File: src/rtl/fetch_ifid_stage.sv
// fetch_ifid_stage: instruction-fetch stage and IF/ID pipeline register.
// Holds the PC and runs a req/ack handshake to instruction memory.
// Honours pcwrite/if_id_write stalls and flushes on a taken branch.
// Optional build macro: FETCH_PERF_CNT_EN adds stall/flush counters.
//
// state  | meaning
// S_REQ  | request outstanding at imem_addr = pc
// S_HOLD | fetched word parked in the hold buffer while decode is stalled
module fetch_ifid_stage #(
    parameter logic [31:0] RESET_PC  = 32'h0000_0000,
    parameter logic [31:0] NOP_INSTR = 32'h0000_0000
) (
    input  logic        clk,
    input  logic        rst,
    input  logic        pcwrite,
    input  logic        if_id_write,
    input  logic        branch_taken,
    input  logic [31:0] branch_target,
    output logic        imem_req,
    output logic [31:0] imem_addr,
    input  logic [31:0] imem_rdata,
    input  logic        imem_ack,
    output logic [31:0] if_id_instr,
    output logic [31:0] if_id_pc4,
    output logic [4:0]  if_id_rs,
    output logic [4:0]  if_id_rt,
    output logic        if_id_valid
`ifdef FETCH_PERF_CNT_EN
    ,
    output logic [31:0] stall_cycles,
    output logic [31:0] flush_count
`endif
);

    typedef enum logic {
        S_REQ  = 1'b0,
        S_HOLD = 1'b1
    } state_t;

    state_t      state;
    logic [31:0] pc;
    logic [31:0] pc_plus4;
    logic [31:0] target_aligned;
    logic [31:0] hold_instr;
    logic [31:0] hold_pc4;
    logic        accept;

    assign accept         = pcwrite & if_id_write;
    assign pc_plus4       = pc + 32'd4;
    assign target_aligned = branch_target & 32'hFFFF_FFFC;

    // Request is gated by rst so nothing is issued during any reset cycle.
    assign imem_req  = (state == S_REQ) && !rst;
    assign imem_addr = pc;

    assign if_id_rs = if_id_instr[25:21];
    assign if_id_rt = if_id_instr[20:16];

    // Fetch FSM, PC, hold buffer and IF/ID register.
    // The hold buffer is only meaningful while in S_HOLD.
    always_ff @(posedge clk) begin
        if (rst) begin
            state       <= S_REQ;
            pc          <= RESET_PC;
            if_id_instr <= NOP_INSTR;
            if_id_pc4   <= 32'd0;
            if_id_valid <= 1'b0;
            hold_instr  <= NOP_INSTR;
            hold_pc4    <= 32'd0;
        end else begin
            case (state)
                S_REQ: begin
                    if (branch_taken) begin
                        pc          <= target_aligned;
                        if_id_instr <= NOP_INSTR;
                        if_id_valid <= 1'b0;
                    end else if (imem_ack) begin
                        if (accept) begin
                            if_id_instr <= imem_rdata;
                            if_id_pc4   <= pc_plus4;
                            if_id_valid <= 1'b1;
                            pc          <= pc_plus4;
                        end else begin
                            hold_instr <= imem_rdata;
                            hold_pc4   <= pc_plus4;
                            state      <= S_HOLD;
                        end
                    end else if (if_id_write) begin
                        if_id_instr <= NOP_INSTR;
                        if_id_valid <= 1'b0;
                    end
                end
                S_HOLD: begin
                    if (branch_taken) begin
                        pc          <= target_aligned;
                        if_id_instr <= NOP_INSTR;
                        if_id_valid <= 1'b0;
                        state       <= S_REQ;
                    end else if (accept) begin
                        if_id_instr <= hold_instr;
                        if_id_pc4   <= hold_pc4;
                        if_id_valid <= 1'b1;
                        pc          <= hold_pc4;
                        state       <= S_REQ;
                    end
                end
                default: state <= S_REQ;
            endcase
        end
    end

`ifdef FETCH_PERF_CNT_EN
    // Free-running performance counters; both wrap naturally at 2^32.
    always_ff @(posedge clk) begin
        if (rst) begin
            stall_cycles <= 32'd0;
            flush_count  <= 32'd0;
        end else begin
            if (!accept)
                stall_cycles <= stall_cycles + 32'd1;
            if (branch_taken)
                flush_count <= flush_count + 32'd1;
        end
    end
`endif

endmodule

File: config.mk
export PLATFORM = sky130hd
export DESIGN_NAME = fetch_ifid_stage
export DESIGN_NICKNAME = d
export VERILOG_FILES = /design/src/rtl/fetch_ifid_stage.sv
export SDC_FILE = /design/constraint.sdc
export NUM_CORES = 1
export LEC_CHECK = 0
export BUFFER_PORTS_ARGS = -buffer_cell sky130_fd_sc_hd__buf_2
export CAP_MARGIN = 20
export CORE_MARGIN = 2
export CORE_UTILIZATION = 30
export CTS_BUF_LIST = sky130_fd_sc_hd__clkbuf_2 sky130_fd_sc_hd__clkbuf_4 sky130_fd_sc_hd__clkbuf_8
export CTS_CLUSTER_SIZE = 20
export DETAILED_ROUTE_END_ITERATION = 16
export PLACE_DENSITY = 0.53
export SLEW_MARGIN = 30
export SYNTH_ARGS = -nofsm -noshare
export SYNTH_HDL_FRONTEND = slang
export SYNTH_SLANG_ARGS = --single-unit
File: constraint.sdc
create_clock -name clk -period 1.9 [get_ports clk]
set_clock_uncertainty 0.1 [all_clocks]
set_input_delay 0.38 -clock clk [delete_from_list [all_inputs] [get_ports clk]]
set_output_delay 0.38 -clock clk [all_outputs]
set_load 0.005 [all_outputs]
Yosys cells after proc, flatten, opt, wreduce, memory -nomap -nowiden
Index checks and enable logic that the tools add are counted.

Bits of input ports: 70. Logic and storage cells: 55. Flip-flop bits (word level): 162. Output and inout port bits: 108.

Multiplexer cells: 27. Bitwise gates (word level): 4. Add/sub/neg operators: 1. Equality and inequality tests: 10. Reduce and logical (&&, ||, !) cells: 6.

Operators with widths (count): 2-to-1 mux 32 bit (13); case mux 32 bit (2 select lines) (3); adder 32 x 3 -> 32 bit (second input constant) (1); 2-to-1 mux 1 bit (9); != test 2 bit (second input constant) (4); != test 4 bit (second input constant) (2); != test 3 bit (second input constant) (2); AND reduction 3 bit (2); AND reduction 5 bit (1); case mux 1 bit (2 select lines) (2); AND reduction 4 bit (1); != test 3 x 2 -> 1 bit (second input constant) (1); NOT 1 bit (3); != test 2 x 1 -> 1 bit (second input constant) (1); AND 1 bit (1); logical AND 1 bit (1); logical NOT 1 bit (1).

Depth between registers and ports, before layout
Gate-level depths: netlist of run 1.

Depth after elaboration: 5. Mapped depth: 9. Depth with buffers taken out: 7.

Worst setup path before layout of run 1
OpenSTA, ideal clock, no wires.

Kind: flip-flop to flip-flop. Start point: register pc[2] (netlist: imem_addr[2]). End point: register pc[16] (netlist: imem_addr[16]). Path buffers: 0. Required time: 1714 ps. Path slack: -172 ps. Period minus slack after synthesis: 2072 ps. Setup time: 86 ps. Data arrival time: 1887 ps. Cell stages (with the launch flop): 8. Cells stage by stage: dfxtp_1 ha_1 nand3_1 nor4_2 nand2_1 xor2_1 a21o_1 a211oi_1.

Longest elaborated chain between the ends: 5.

RTL lines: start: declaration (RTL line 41) `logic [31:0] pc;`; start signal: assignment (RTL line 74) `pc <= target_aligned;`; start signal: assignment (RTL line 82) `pc <= pc_plus4;`; start signal: assignment (RTL line 95) `pc <= target_aligned;`; adder 32 x 3 -> 32 bit (RTL line 49) `assign pc_plus4 = pc + 32'd4;`; 2-to-1 mux 32 bit (RTL line 78) `if (accept) begin`; 2-to-1 mux 32 bit (RTL line 77) `end else if (imem_ack) begin`; 2-to-1 mux 32 bit (RTL line 73) `if (branch_taken) begin`; case mux 32 bit (2 select lines) (RTL line 71) `case (state)`.

No other way between the ends. The select of a mux whose other input is x is not followed. A chain may end at the register's enable or synchronous reset.

Worst setup path after layout of run 1
Start point: register pc[11] (netlist: imem_addr[11]). End point: register if_id_pc4[30].

Longest elaborated chain between the ends: 5.

RTL lines: adder 32 x 3 -> 32 bit (RTL line 49); 2-to-1 mux 32 bit (RTL line 78); 2-to-1 mux 32 bit (RTL line 77); 2-to-1 mux 32 bit (RTL line 73); case mux 32 bit (2 select lines) (RTL line 71); end signal: assignment (RTL line 80) `if_id_pc4 <= pc_plus4;`; end signal: assignment (RTL line 101) `if_id_pc4 <= hold_pc4;`; end: declaration (RTL line 24) `output logic [31:0] if_id_pc4,`.

No other way between the ends. The select of a mux whose other input is x is not followed.

==> results of run 1 <==
cells by family after synthesis:
family          count (synthesis)  synth area share [%]
mux                             9                  1.21
simple gates                  398                  24.5
flops                         162                  43.7
buf+inv                       101                  6.04
compound gates                252                  21.3
fa+ha+maj                       1                 0.169
xor+xnor                       26                  3.07
metal layers:
metal / routed length (um) / global-route usage [%] / vias to the layer above
li1: - / - / 3775
met1: 11400 / 25.7 / 3610
met2: 11800 / 32.3 / 234
met3: 1870 / 5.70 / 23
met4: 334 / 4.91 / 2
met5: 13 / 0 / -
worst paths after layout:
path | end | start | slack [ps] | cells past startpoint
worst max-delay path | if_id_pc4[30]$_SDFFE_PP0P_ | imem_addr[11]$_SDFFE_PP0P_ | -50 | 7
worst min-delay path | imem_addr[8]$_SDFFE_PP0P_ | branch_target[8] | 30 | 2
worst max register to register | if_id_pc4[30]$_SDFFE_PP0P_ | imem_addr[11]$_SDFFE_PP0P_ | -50 | 7
worst min register to register | if_id_pc4[12]$_SDFFE_PP0P_ | if_id_pc4[12]$_SDFFE_PP0P_ | 350 | 2
Yosys cell counts, types with 3 or more instances:
cell	n
dfxtp_1	162
nand2_1	130
nor2_1	123
a21oi_1	115
nor3_1	67
clkbuf_1	64
o21ai_0	36
a221oi_1	26
a211oi_1	23
nand3_1	23
and3_1	16
xnor2_1	16
buf_4	15
nand2b_1	12
inv_1	10
xor2_1	10
mux2i_1	9
o211ai_1	9
a21o_1	6
buf_2	6
nand4_1	6
buf_1	5
o211a_1	5
a31oi_1	4
nor4_1	4
a221o_1	3
o21bai_1	3
o22ai_1	3
critical path, cell delays in order (launching register included):
cell	delay, ps
dfxtp_4	370
nand4_4	120
buf_6	140
nor4_4	320
buf_4	210
nand4_1	190
xor2_1	240
o221ai_1	150
area by class of cell:
class / count / area [um^2] / area share [%]
multi-input cells: 686 / 4150 / 40.6
diodes: 3 / 7.51 / 0.0734
repair buffers: 292 / 1960 / 19.1
clock buffers: 20 / 256 / 2.51
flip-flops and latches: 162 / 3290 / 32.1
well taps: 324 / 405 / 3.96
inverters: 10 / 37.5 / 0.367
clock inverters: 12 / 129 / 1.26
power by group through the flow:
stage | Combinational, uW | Sequential [uW] | Clock, uW
finish | 1200 | 3670 | 2620
global route | 1330 | 3690 | 2820
CTS | 1170 | 3670 | 2700
detailed placement | 1160 | 3740 | 0
global placement | 1150 | 3740 | 0
floorplan | 589 | 3760 | 0
what timing repair did:
item / 4_1_cts / 5_1_grt
gates resized for setup: 12 / 62
setup buffers: 3 / 4
pin swaps: 4 / 35
hold endpoints to repair: 0 / 0
endpoints found under the setup margin: 33 / 48
stage by stage:
step | area (um^2) | power, uW | instances | util [%]
after detailed placement | 9420 | 4900 | 1468 | 38.7
after CTS | 9890 | 7530 | 1503 | 40.7
after global routing | 10200 | 7840 | 1506 | 42.0
final | 10200 | 7490 | 1509 | 42.1
after floorplan | 7540 | 4350 | 949 | -
after global placement | 9420 | 4890 | 1468 | 38.7
registers in the layout, indices dropped and copies added (netlist names):
name,count
if_id_instr,32
hold_pc4,32
if_id_valid,1
state,1
imem_addr,32
hold_instr,32
if_id_pc4,32
==> impl_metrics.ini, run 1 <==
[timing]
fin_crit_sh_pct = 103
tns_ps = -236
finalMaxSlewViolations = 0
worst_slew_pin_slew_ps = 711
hold-worst-slack_ps = 31.1
fin_crit_ps = 1950
rsz0062_at_grt = yes
max_slew_margin_pct = 52.5
fin_ws_ps = -48.3
setup-violations-final = 8
hold_viol = 0
fmax_ghz = 0.513

[pwr]
ir_drop_v = 0.000487
p_int_uw = 5310
p_leak_uw = 0.00434
clkPwrFrac_pct = 35.0
powerDensity_nw_per_um2 = 732
p_seq_share_pct = 49.0
power_frac_comb_pct = 16.0
p_sw_share_pct = 29.1
p_sw_uw = 2180

[placed_design]
hpwl_mm = 17.4
numPortBuffers = 175
place_congestion = 0.838
post-place-ws_ps = -114

[yosys]
synth_edf_count = 0
synth_top_cells_by_area = dfxtp_1 (44%), a21oi_1 (7.8%), nand2_1 (6.6%)
ys.flop_type = dfxtp_1
postSynthAreaPerCell_um2 = 7.82
synth_async_sr_flop_share_pct = 0
yosysTopAreaCell = dfxtp_1
synth_warnings = 0
syn_area_um2 = 7420
syn_nets = 1020
synth-seq-cells = 162
synth_cells = 949
synth_top_area_share_pct = 43.7
synth_cell_types = 58
yosysSeqAreaShare_pct = 43.7

[global_route]
grt_pass1_wl_mm = 40.6
grt_max_degree = 43
track_usage_pct = 19.8
antenna_found_initial = 3
grt-ovfl-total = 0
grt_pass1_vias = 7466

[cts]
cts_tree = yes
cts_buffers = 17
clk_latency_ps = 470
cts_root_buf = clkbuf_8
cts.clk_slew.worst_paths_ps = 100
htreeDepth = 4
clock-sinks = 162
hold_buffers = 0
cts_buffer_depth = 2

[drt]
wl_per_cell_um = 16.8
vias = 7644
wirelength_mm = 25.4
drtIter0Drc = 475
final_antenna_net_count = 0
route.detailed.drc = 0
firstDrtPassIters = 5
via_per_inst = 5.07

[critical_path]
cp_max_fo = 4
arrival_ps = 2210
crit_type = flip-flop to flip-flop
startpoint_type = flip-flop
endpoint_kind = flip-flop
required_ps = 2160

[floorplanning]
ios = 178
coreArea_um2 = 24300
dieArea_um2 = 26000
initial_core_util_pct = 30.5
core.rowCount = 57
dieWidth_um = 161
dieHeight_um = 161

[final_layout]
area_growth_pct = 37.8
num-nets-final = 1240
n_fill_cell = 2510
layout_commonest_cell = buf_2
drive_gt1_share_pct = 34.7
mostFrequentLayoutCells = buf_2 (174), dfxtp_1 (146), nand2_1 (127)

[status]
status = finished, violations left
violations = setup timing

[run]
maxCapViolations = 0

[min_path]
hold_class = input pin to flip-flop
(Power assumes the default switching activity.)
==> run 2, diff against run 1 <==
--- a/config.mk
+++ b/config.mk
@@ -7,6 +7,7 @@
 export LEC_CHECK = 0
 export BUFFER_PORTS_ARGS = -buffer_cell sky130_fd_sc_hd__buf_2
 export CAP_MARGIN = 20
+export CORE_ASPECT_RATIO = 0.7
 export CORE_MARGIN = 2
 export CORE_UTILIZATION = 30
 export CTS_BUF_LIST = sky130_fd_sc_hd__clkbuf_2 sky130_fd_sc_hd__clkbuf_4 sky130_fd_sc_hd__clkbuf_8
==> run 2 against run 1 <==
The flow still finishes with violations (setup timing). Wire length up 2.7%. Worst setup slack improved by 27 ps. Count of clock-buffer cells in the layout is 1 higher. Clock power increased by 5%. First-iteration DRC count is 12% higher. Register-to-register slack improved by 30 ps. Final cell count is 0.13% lower. Flip-flop and latch count stayed put. Sequential power about the same. Largest cell class unchanged.
==> impl_metrics.ini, run 2 (synthesized netlist as in run 1, its figures left out) <==
[critical_path]
required_ps = 2220
worst-r2r-cell-count = 6
cp-endpoint = if_id_pc4[23]$_SDFFE_PP0P_
crit_type = flip-flop to flip-flop
rr_endpoint = if_id_pc4[23]$_SDFFE_PP0P_
endpoint_kind = flip-flop
arrival_ps = 2240
r2r-start = imem_addr[13]$_SDFFE_PP0P_
startpoint_type = flip-flop
cp_max_fo = 4
r2r_setup_slack_ps = -20
cp-startpoint = imem_addr[13]$_SDFFE_PP0P_

[placed_design]
hpwl_mm = 18.2
place_area_um2 = 9370
numPortBuffers = 175
post-place-ws_ps = -114
place_inst = 1463
place_congestion = 0.810

[global_route]
grt-ovfl-total = 0
antenna_found_initial = 0
grt_pass1_wl_mm = 39.1
grt_pass1_vias = 6774
grt_max_degree = 89
track_usage_pct = 19.6

[drt]
final_antenna_net_count = 0
vias = 7632
drtIter0Drc = 533
route.detailed.drc = 0
firstDrtPassIters = 5
via_per_inst = 5.06
wirelength_mm = 26.1
wl_per_cell_um = 17.3

[final_layout]
area_growth_pct = 39.1
num-nets-final = 1240
layout_commonest_cell = buf_2
mostFrequentLayoutCells = buf_2 (173), dfxtp_1 (140), nand2_1 (127)
drive_gt1_share_pct = 35.2
n_fill_cell = 2538
fin_cells = 1507
multi_input_area_um2 = 4190
fin_area_um2 = 10300
seqCellArea_um2 = 3290

[min_path]
hold_class = input pin to flip-flop

[timing]
rsz0062_at_grt = yes
worst_slew_pin_slew_ps = 411
fin_crit_sh_pct = 101
hold_viol = 0
finalMaxSlewViolations = 0
hold-worst-slack_ps = 50.4
fin_crit_ps = 1920
max_slew_margin_pct = 72.6
fmax_ghz = 0.521
fin_ws_ps = -21.0
setup-violations-final = 2

[floorplanning]
dieHeight_um = 136
core.rowCount = 48
initial_core_util_pct = 30.4
coreArea_um2 = 24400
dieArea_um2 = 26000
ios = 178
dieWidth_um = 192

[cts]
cts_buffer_depth = 2
cts_buffers = 17
cts_root_buf = clkbuf_8
cts_tree = yes
cts.clk_slew.worst_paths_ps = 100
clk_latency_ps = 470
clock-sinks = 162
htreeDepth = 4
hold_buffers = 0

[pwr]
p_leak_uw = 0.00440
ir_drop_v = 0.000404
power.total_uw = 7630
powerDensity_nw_per_um2 = 739

[status]
violations = setup timing
status = finished, violations left

[run]
maxCapViolations = 0
run 2: cell count changes in the layout (fill, tap and decap cells not counted), sizes merged:
| cell | change |
|---|---|
| clkbuf | +1 |
| bufinv | +1 |
| diode | -2 |
| clkinvlp | +1 |
| inv | -4 |
run 2: worst min path at each step:
stage,start,to,depth (start not counted)
finish,imem_rdata[19],hold_instr[19]$_SDFFE_PP0P_,3
global route,branch_target[6],imem_addr[6]$_SDFFE_PP0P_,2
floorplan,hold_pc4[9]$_SDFFE_PP0P_,hold_pc4[9]$_SDFFE_PP0P_,2
global placement,if_id_pc4[21]$_SDFFE_PP0P_,if_id_pc4[21]$_SDFFE_PP0P_,2
CTS,imem_rdata[25],hold_instr[25]$_SDFFE_PP0P_,3
detailed placement,if_id_pc4[12]$_SDFFE_PP0P_,if_id_pc4[12]$_SDFFE_PP0P_,2
run 2: per-stage QoR:
step / setup TNS (ps) / utilization [%]
6_report: -21.1 / 42.2
3_5_place_dp: -1140 / 38.3
3_3_place_gp: -1350 / 38.3
4_1_cts: -4.80 / 40.8
5_1_grt: -1360 / 42.2
2_1_floorplan: -133 / -
run 2: critical path: stages, from the launching register on:
cell	delay, ps
dfxtp_4	370
nand4_4	150
or2_4	300
or4_4	460
xor2_2	170
a21bo_1	210
a21oi_2	100
run 2: repair_timing:
| item | 4_1_cts | 5_1_grt |
|---|---|---|
| setup buffers | 7 | 5 |
| setup endpoints to repair | 22 | 68 |
| pin swaps | 10 | 24 |
| gates resized for setup | 32 | 61 |
run 2: report_power, final:
part           switching, uW  internal (uW)
sequential               112           3560
combinational            684            539
clock                   1330           1400
total                   2130           5500
run 2: routing by layer:
layer | wire length [um] | up-vias | GRT usage, %
met5 | 0 | - | 0
met4 | 179 | 0 | 4.40
li1 | - | 3759 | -
met3 | 1800 | 15 | 4.48
met1 | 13100 | 3645 | 29.6
met2 | 11000 | 213 | 27.8
run 2: final cells by class:
cell class	instances	area share (%)
Multi-Input combinational cell	686	40.6
Sequential cell	162	31.8
Timing Repair Buffer	292	19.3
Tap cell	325	3.94
Clock buffer	21	2.74
Clock inverter	10	1.27
Inverter	10	0.364
Antenna cell	1	0.0242
